==> config.mk <==
export PLATFORM = sky130hd
export DESIGN_NAME = store_log_fifo
export DESIGN_NICKNAME = d
export VERILOG_FILES = /design/src/rtl/store_checker_pkg.sv /design/src/rtl/store_log_fifo.sv
export SDC_FILE = /design/constraint.sdc
export NUM_CORES = 1
export LEC_CHECK = 0
export CAP_MARGIN = 40
export CORE_MARGIN = 1.5
export CORE_UTILIZATION = 54
export DETAILED_ROUTE_END_ITERATION = 12
export PLACE_DENSITY_LB_ADDON = 0.08
export SYNTH_ARGS = -nofsm -noshare
export SYNTH_HDL_FRONTEND = slang
export SYNTH_SLANG_ARGS = --single-unit
==> constraint.sdc <==
create_clock -name clk -period 3.4 [get_ports clk]
set_clock_uncertainty 0.15 [all_clocks]
set_input_delay 0.34 -clock clk [delete_from_list [all_inputs] [get_ports clk]]
set_output_delay 0.34 -clock clk [all_outputs]
set_load 0.05 [all_outputs]
==> src/rtl/store_checker_pkg.sv <==
// store_checker_pkg: shared types and constants for the store checker.
//   state_t      - checker FSM states
//   log_entry_t  - one 64-bit store log entry {adr, data}
//   DEF_PASS_*   - default pass address / pass data
package store_checker_pkg;

  typedef enum logic [1:0] {
    ST_RUN     = 2'd0,
    ST_PASS    = 2'd1,
    ST_FAIL    = 2'd2,
    ST_TIMEOUT = 2'd3
  } state_t;

  typedef struct packed {
    logic [31:0] adr;
    logic [31:0] data;
  } log_entry_t;

  localparam logic [31:0] DEF_PASS_ADR  = 32'h0000_0054;
  localparam logic [31:0] DEF_PASS_DATA = 32'hffff_7f02;

endpackage

==> src/rtl/store_log_fifo.sv <==
// store_log_fifo: circular log of accepted stores, oldest entry first.
//   clk, reset  - clock, async active-low reset (pointers/count only)
//   push        - write push_entry this edge
//   pop         - drop oldest entry (ignored when empty)
//   valid       - log non-empty
//   head        - oldest entry, combinational from storage
//   overflow    - sticky: an entry was overwritten by a push into a full log
module store_log_fifo
  import store_checker_pkg::*;
#(
  parameter int LOG_DEPTH = 4
) (
  input  logic       clk,
  input  logic       reset,
  input  logic       push,
  input  log_entry_t push_entry,
  input  logic       pop,
  output logic       valid,
  output log_entry_t head,
  output logic       overflow
);

  localparam int PW = $clog2(LOG_DEPTH);
  localparam logic [PW:0] FULL_CNT = (PW+1)'(LOG_DEPTH);

  log_entry_t    mem [LOG_DEPTH];
  logic [PW-1:0] wptr, rptr;
  logic [PW:0]   count;
  logic          full, do_pop;

  assign full   = (count == FULL_CNT);
  assign do_pop = pop && (count != '0);
  assign valid  = (count != '0);
  assign head   = mem[rptr];

  // storage is not reset; only pointers and count define contents
  always_ff @(posedge clk) begin
    if (push) mem[wptr] <= push_entry;
  end

  always_ff @(posedge clk or negedge reset) begin
    if (!reset) begin
      wptr     <= '0;
      rptr     <= '0;
      count    <= '0;
      overflow <= 1'b0;
    end else begin
      if (push) wptr <= wptr + PW'(1);
      // read pointer advances on a real pop, or when a push overwrites the oldest
      if (do_pop || (push && full)) rptr <= rptr + PW'(1);
      if (push && !do_pop) begin
        if (full) overflow <= 1'b1;
        else      count    <= count + (PW+1)'(1);
      end else if (!push && do_pop) begin
        count <= count - (PW+1)'(1);
      end
    end
  end

endmodule

==> reports/results.txt, run 1 <==
outcome - finished clean
RSZ-0062 raised after global routing - false
DRC violation total after the first TritonRoute iteration - 259
Port Buf Inserts - 133
Root Driver - clkbuf_16
Max Cap Viol - 0
Seq/Total Area, Yosys - 80.9%
YS warnings - 0
Final nets - 621
relative slew slack - 61.6%
Top FF cell, synth - edfxtp_1
Sequential Area - 7900 um^2
Initial Util - 55.8%
LEAKAGE - 3.99 nW
commonest cells in the synthesized netlist - 256 x edfxtp_1, 64 x mux4_2, 8 x dfrtp_1, 7 x buf_2
Routed WL per cell - 22.2 um
number of synthesized register bits - 264
TritonCTS clock tree - built
Post-Synthesis Net Count - 459
vias in the first global route - 4907
Remaining DRCs - 0
H-tree levels - 1
initial antenna violation count - 0
GRT Total Usage - 19.4%
R2R depth - 7
area taken by multi-input logic gates - 1730 um^2
total die area - 18900 um^2
Fin. Hold Viols - 0
CTS max path bufs - 3
most common cell in the netlist - edfxtp_1
peak fanout along the critical path - 21
total CTS buffers - 26
reg2reg end - count[2]$_DFFE_PN0P_
gpl congestion - 0.708
maximum clock frequency - 317 MHz
clk slew on worst S/H paths - 0.06 ns
syn_area_per_cell - 25.2 um^2
crit end category - primary output
Core Box Area - 17500 um^2
Worst Setup SP - rptr[0]$_DFFE_PN0P_
Tot Pwr - 12.1 mW
Pins Over Slew Limit - 0
Tightest Pin Transition - 0.574 ns
Final min period - 3.16 ns
launch point of the worst reg-to-reg path - count[0]$_DFFE_PN0P_
total grt overflow - 0
Hold WC Path Type - in2reg
Routed WL - 17.5 mm
EDFF count, synth - 256
CTS sink cnt - 264
fillers - 1045
hpwl dp - 10.8 mm
DIE WIDTH - 137 um
drt first pass iters - 4
final period utilization - 92.9%
global-route wire length before repair - 26.8 mm
synth unique cells - 28
Clk Latency, worst-skew pair - 0.52 ns
pwr/cell area - 989 nW/um^2
share of cells above drive strength 1 - 21.2%
Via Count - 4518
post-synth top area share - 78.9%
Chip Height - 137 um
Non-Filler Instances - 792
# rows - 48
Min Hold Slack - 0.304 ns
Data arrival, critical path - 2.67 ns
required time of the critical path - 2.91 ns
hold path start - push_entry[3]
post-layout worst setup margin - 0.242 ns
I/O pins - 134
Layout area overhead - 25.8%
number of nets with antenna violations after routing - 0
placed cells - 743
worst vdd ir - 0.672 mV
type of origin of the critical path - flip-flop
R2R Setup Slk - 0.91 ns
ranking of synthesized cells by area - edfxtp_1 79%, mux4_2 15%, dfrtp_1 2.1%, buf_6 0.58%, ha_1 0.51%
synthesized area - 9740 um^2
largest area contributor in the netlist - edfxtp_1
Worst Hold Depth - 1
largest net degree at the start of global routing - 35
Post-Synthesis Cells - 386
Setup Viol. Count Final - 0
Async SR Flop Fraction - 3.03%
Hold EP - mem[2][3]$_DFFE_PP_
setup TNS - 0 ns
worst slack at placement - 0.615 ns
n_diodes - 0
Setup CP Type - reg2out
post_cts resized - 0
Vias/cell - 5.70
-- metrics by stage --
stage                     util (%)  cell area (um^2)
after floorplan                  -              9740
after global placement        65.5             11400
after detailed placement      65.5             11400
after CTS                     70.1             12200
after global routing          70.2             12300
final                         70.2             12300
-- report_power, final --
group,switching (mW),internal [mW],total [mW]
Combinational,3.05,1.92,4.98
Sequential,0.270,4.26,4.53
Clock,1.11,1.51,2.62
-- layout make-up --
type	instances	area share (%)
tap	225	2.30
clock inverter	16	0.786
sequential	264	64.4
inverter	3	0.0918
timing repair buffer	151	12.7
multi-input combinational	102	14.1
clock buffer	31	5.63
-- state kept, by name, summed over array words and instances, names as in the netlist --
register / cells
mem: 256
wptr: 2
overflow: 1
rptr: 2
count: 3
-- layout by cell type (no fill, tap or decap) --
cell,instances
edfxtp_1,256
clkdlybuf4s50_1,133
mux4_2,64
clkbuf_16,27
clkinv_1,11
buf_4,10
dfrtp_1,6
buf_12,6
nand2_1,5
and2_4,4
o21ai_0,4
ha_1,4
clkbuf_1,4
inv_1,3
xnor2_1,3
xor2_1,2
nand3_1,2
o211ai_1,2
clkinv_2,2
clkinvlp_4,2
dfrtp_4,2
or3_1,1
nor3b_1,1
or2_2,1
o2111ai_1,1
nor2_1,1
a41o_1,1
or3b_1,1
nand3b_1,1
o21a_1,1
a32oi_1,1
o21ai_1,1
fa_1,1
bufinv_16,1
dlygate4sd3_1,1
buf_8,1
-- worst max-delay path, cell delays in order, from the launching register on --
cell and delay, ns:
dfrtp_4 0.60, buf_12 0.25, mux4_2 0.53, clkdlybuf4s50_1 0.74
-- worst max path at each step --
| stage | endpoint | slack (ns) | cells after the start |
|---|---|---|---|
| final | head[61] | 0.24 | 3 |
| after floorplan | mem[0][0]$_DFFE_PP_ | 0.51 | 3 |
| after global routing | head[23] | 0.13 | 3 |
| after global placement | head[9] | 0.61 | 3 |
| after CTS | head[9] | 0.05 | 3 |
| after detailed placement | head[23] | 0.61 | 3 |
-- cell families (layout without fill, tap and decap cells) --
| logic type | Yosys count | after routing | synth area share (%) |
|---|---|---|---|
| multiplexers | 64 | 64 | 14.8 |
| AO/OA/AOI/OAI | 11 | 11 | 0.770 |
| flip-flops | 264 | 264 | 80.9 |
| XOR/XNOR | 5 | 5 | 0.449 |
| adder cells (fa/ha/maj) | 5 | 5 | 0.719 |
| buffers and inverters | 20 | 201 | 1.36 |
| AND/OR/NAND/NOR | 17 | 17 | 0.963 |
-- routing by layer --
metal	global-route usage, %	part of all wire [%]	wire length [um]	vias to the layer above
met2	33.4	51	9000	125
met4	4.80	1.6	286	0
met1	25.6	41	7240	2395
met3	4.01	5.8	1010	25
li1	-	-	-	1973
met5	0	0	0	-
-- timing repair --
item	4_1_cts	5_1_grt
hold buffers	1	0
endpoints found under the hold margin	8	0
setup endpoints to repair	0	12
setup buffers	0	1
No activity file was read; power rests on OpenSTA's default activity.
==> run 2, diff against run 1 <==
--- a/config.mk
+++ b/config.mk
@@ -8,6 +8,7 @@
 export CAP_MARGIN = 40
 export CORE_MARGIN = 1.5
 export CORE_UTILIZATION = 54
+export CTS_CLUSTER_DIAMETER = 200
 export DETAILED_ROUTE_END_ITERATION = 12
 export PLACE_DENSITY_LB_ADDON = 0.08
 export SYNTH_ARGS = -nofsm -noshare
==> results of run 2 <==
The final DEF is identical to that of run 1; final timing and power are the same.
==> run 3, diff against run 2 <==
--- a/config.mk
+++ b/config.mk
@@ -10,7 +10,7 @@
 export CORE_UTILIZATION = 54
 export CTS_CLUSTER_DIAMETER = 200
 export DETAILED_ROUTE_END_ITERATION = 12
-export PLACE_DENSITY_LB_ADDON = 0.08
+export PLACE_DENSITY = 0.76
 export SYNTH_ARGS = -nofsm -noshare
 export SYNTH_HDL_FRONTEND = slang
 export SYNTH_SLANG_ARGS = --single-unit
==> reports/results.txt, run 3 (synthesis results as in run 1) <==
outcome - finished clean
Routed WL per cell - 22.1 um
CP Cell Sequence - buf_4 -> mux4_2 -> clkdlybuf4s50_1
crit end category - primary output
worst vdd ir - 0.611 mV
DIE WIDTH - 137 um
Hold WC Path Type - in2reg
GRT Total Usage - 19.1%
launch point of the worst reg-to-reg path - count[0]$_DFFE_PN0P_
top flop regs - mem: 256 flops, count: 3 flops
worst path bufs/invs - 2
hpwl dp - 10.3 mm
largest net degree at the start of global routing - 42
WP depth - 3
maximum clock frequency - 309 MHz
pwr/cell area - 993 nW/um^2
Root Driver - clkbuf_16
relative slew slack - 57.1%
placed cells - 737
vias in the first global route - 4832
total die area - 18900 um^2
Post-CTS Hold Fix Bufs - 1
I/O pins - 134
total grt overflow - 0
Remaining DRCs - 0
H-tree levels - 1
R2R depth - 7
peak fanout along the critical path - 17
Setup Viol. Count Final - 0
Via Count - 4494
Initial Util - 55.8%
commonest non-fill, non-tap cell in the layout - edfxtp_1
commonest non-fill, non-tap cells in the layout - 256 x edfxtp_1, 133 x clkdlybuf4s50_1, 64 x mux4_2
final period utilization - 95.1%
setup TNS - 0 ns
postcts setup bufs - 0
CP peak stage delay - 0.73 ns
Worst Setup SP - rptr[0]$_DFFE_PN0P_
Port Buf Inserts - 133
LEAKAGE - 3.98 nW
drt first pass iters - 5
Chip Height - 137 um
initial antenna violation count - 0
Min Hold Slack - 0.303 ns
Fin. Hold Viols - 0
number of nets with antenna violations after routing - 0
CTS sink cnt - 264
Final nets - 614
type of origin of the critical path - flip-flop
Clk Latency, worst-skew pair - 0.50 ns
global-route wire length before repair - 26.5 mm
Routed WL - 17.4 mm
delay-heaviest family, CP - buffers and inverters
Worst Hold Depth - 1
DRC violation total after the first TritonRoute iteration - 217
Core Box Area - 17500 um^2
# rows - 48
Reg with most FFs - mem
RSZ-0062 raised after global routing - false
Pins Over Slew Limit - 0
Non-Filler Instances - 786
Data arrival, critical path - 2.74 ns
Vias/cell - 5.72
Tightest Pin Transition - 0.641 ns
hold path start - push_entry[58]
CP max-delay cell - clkdlybuf4s50_1
required time of the critical path - 2.91 ns
gpl congestion - 0.733
total CTS buffers - 26
share of cells above drive strength 1 - 21.4%
Layout area overhead - 25.6%
Tot Pwr - 12.2 mW
post_cts resized - 0
TritonCTS clock tree - built
CTS max path bufs - 3
Max Cap Viol - 0
fillers - 1014
Final min period - 3.23 ns
clk slew on worst S/H paths - 0.06 ns
n_diodes - 0
number of flip-flops in the largest register - 256
Setup CP Type - reg2out
==> run 3: changes by cell type in the layout (fill, tap and decap cells not counted) <==
cell / delta
dfrtp_2: +1
clkinvlp_4: +1
buf_4: -6
buf_8: -1
bufinv_16: +1
dfrtp_4: -1
clkinv_2: +5
clkinv_1: -6
==> run 3: area by class of cell <==
class | instances | area, um^2 | area share (%)
repair buffers | 144 | 1490 | 12.2
flip-flops and latches | 264 | 7890 | 64.5
well taps | 225 | 282 | 2.30
clock buffers | 31 | 691 | 5.64
multi-input cells | 102 | 1730 | 14.2
clock inverters | 17 | 136 | 1.11
inverters | 3 | 11.3 | 0.0920
==> run 3: per-stage QoR <==
step,area (um^2),worst slack [ns],util (%)
floorplan,9740,0.506,-
global placement,11400,0.687,65.2
detailed placement,11400,0.604,65.2
CTS,12200,0.0885,70.0
global route,12200,0.0364,70.0
finish,12200,0.167,70.0
==> run 3: routing by layer <==
metal	vias up	global-route usage, %	routed length [um]
met5	-	0	0
met2	146	34.6	9430
met1	2361	23.8	6740
met4	0	4.74	245
met3	24	3.61	946
li1	1963	-	-
==> run 3: where the power goes <==
part	internal [mW]	switching, mW	total [mW]
logic	1.88	3.07	4.96
clock network	1.60	1.11	2.71
registers	4.26	0.227	4.49
==> run 3: path summary, 6_finish.rpt <==
path	end	slack, ns
max reg2reg	count[2]$_DFFE_PN0P_	0.92
max in group asynchronous	rptr[0]$_DFFE_PN0P_	2.28
min in group asynchronous	count[2]$_DFFE_PN0P_	0.51
min reg2reg	overflow$_DFFE_PN0P_	0.36
min	mem[1][58]$_DFFE_PP_	0.30
max	head[13]	0.17
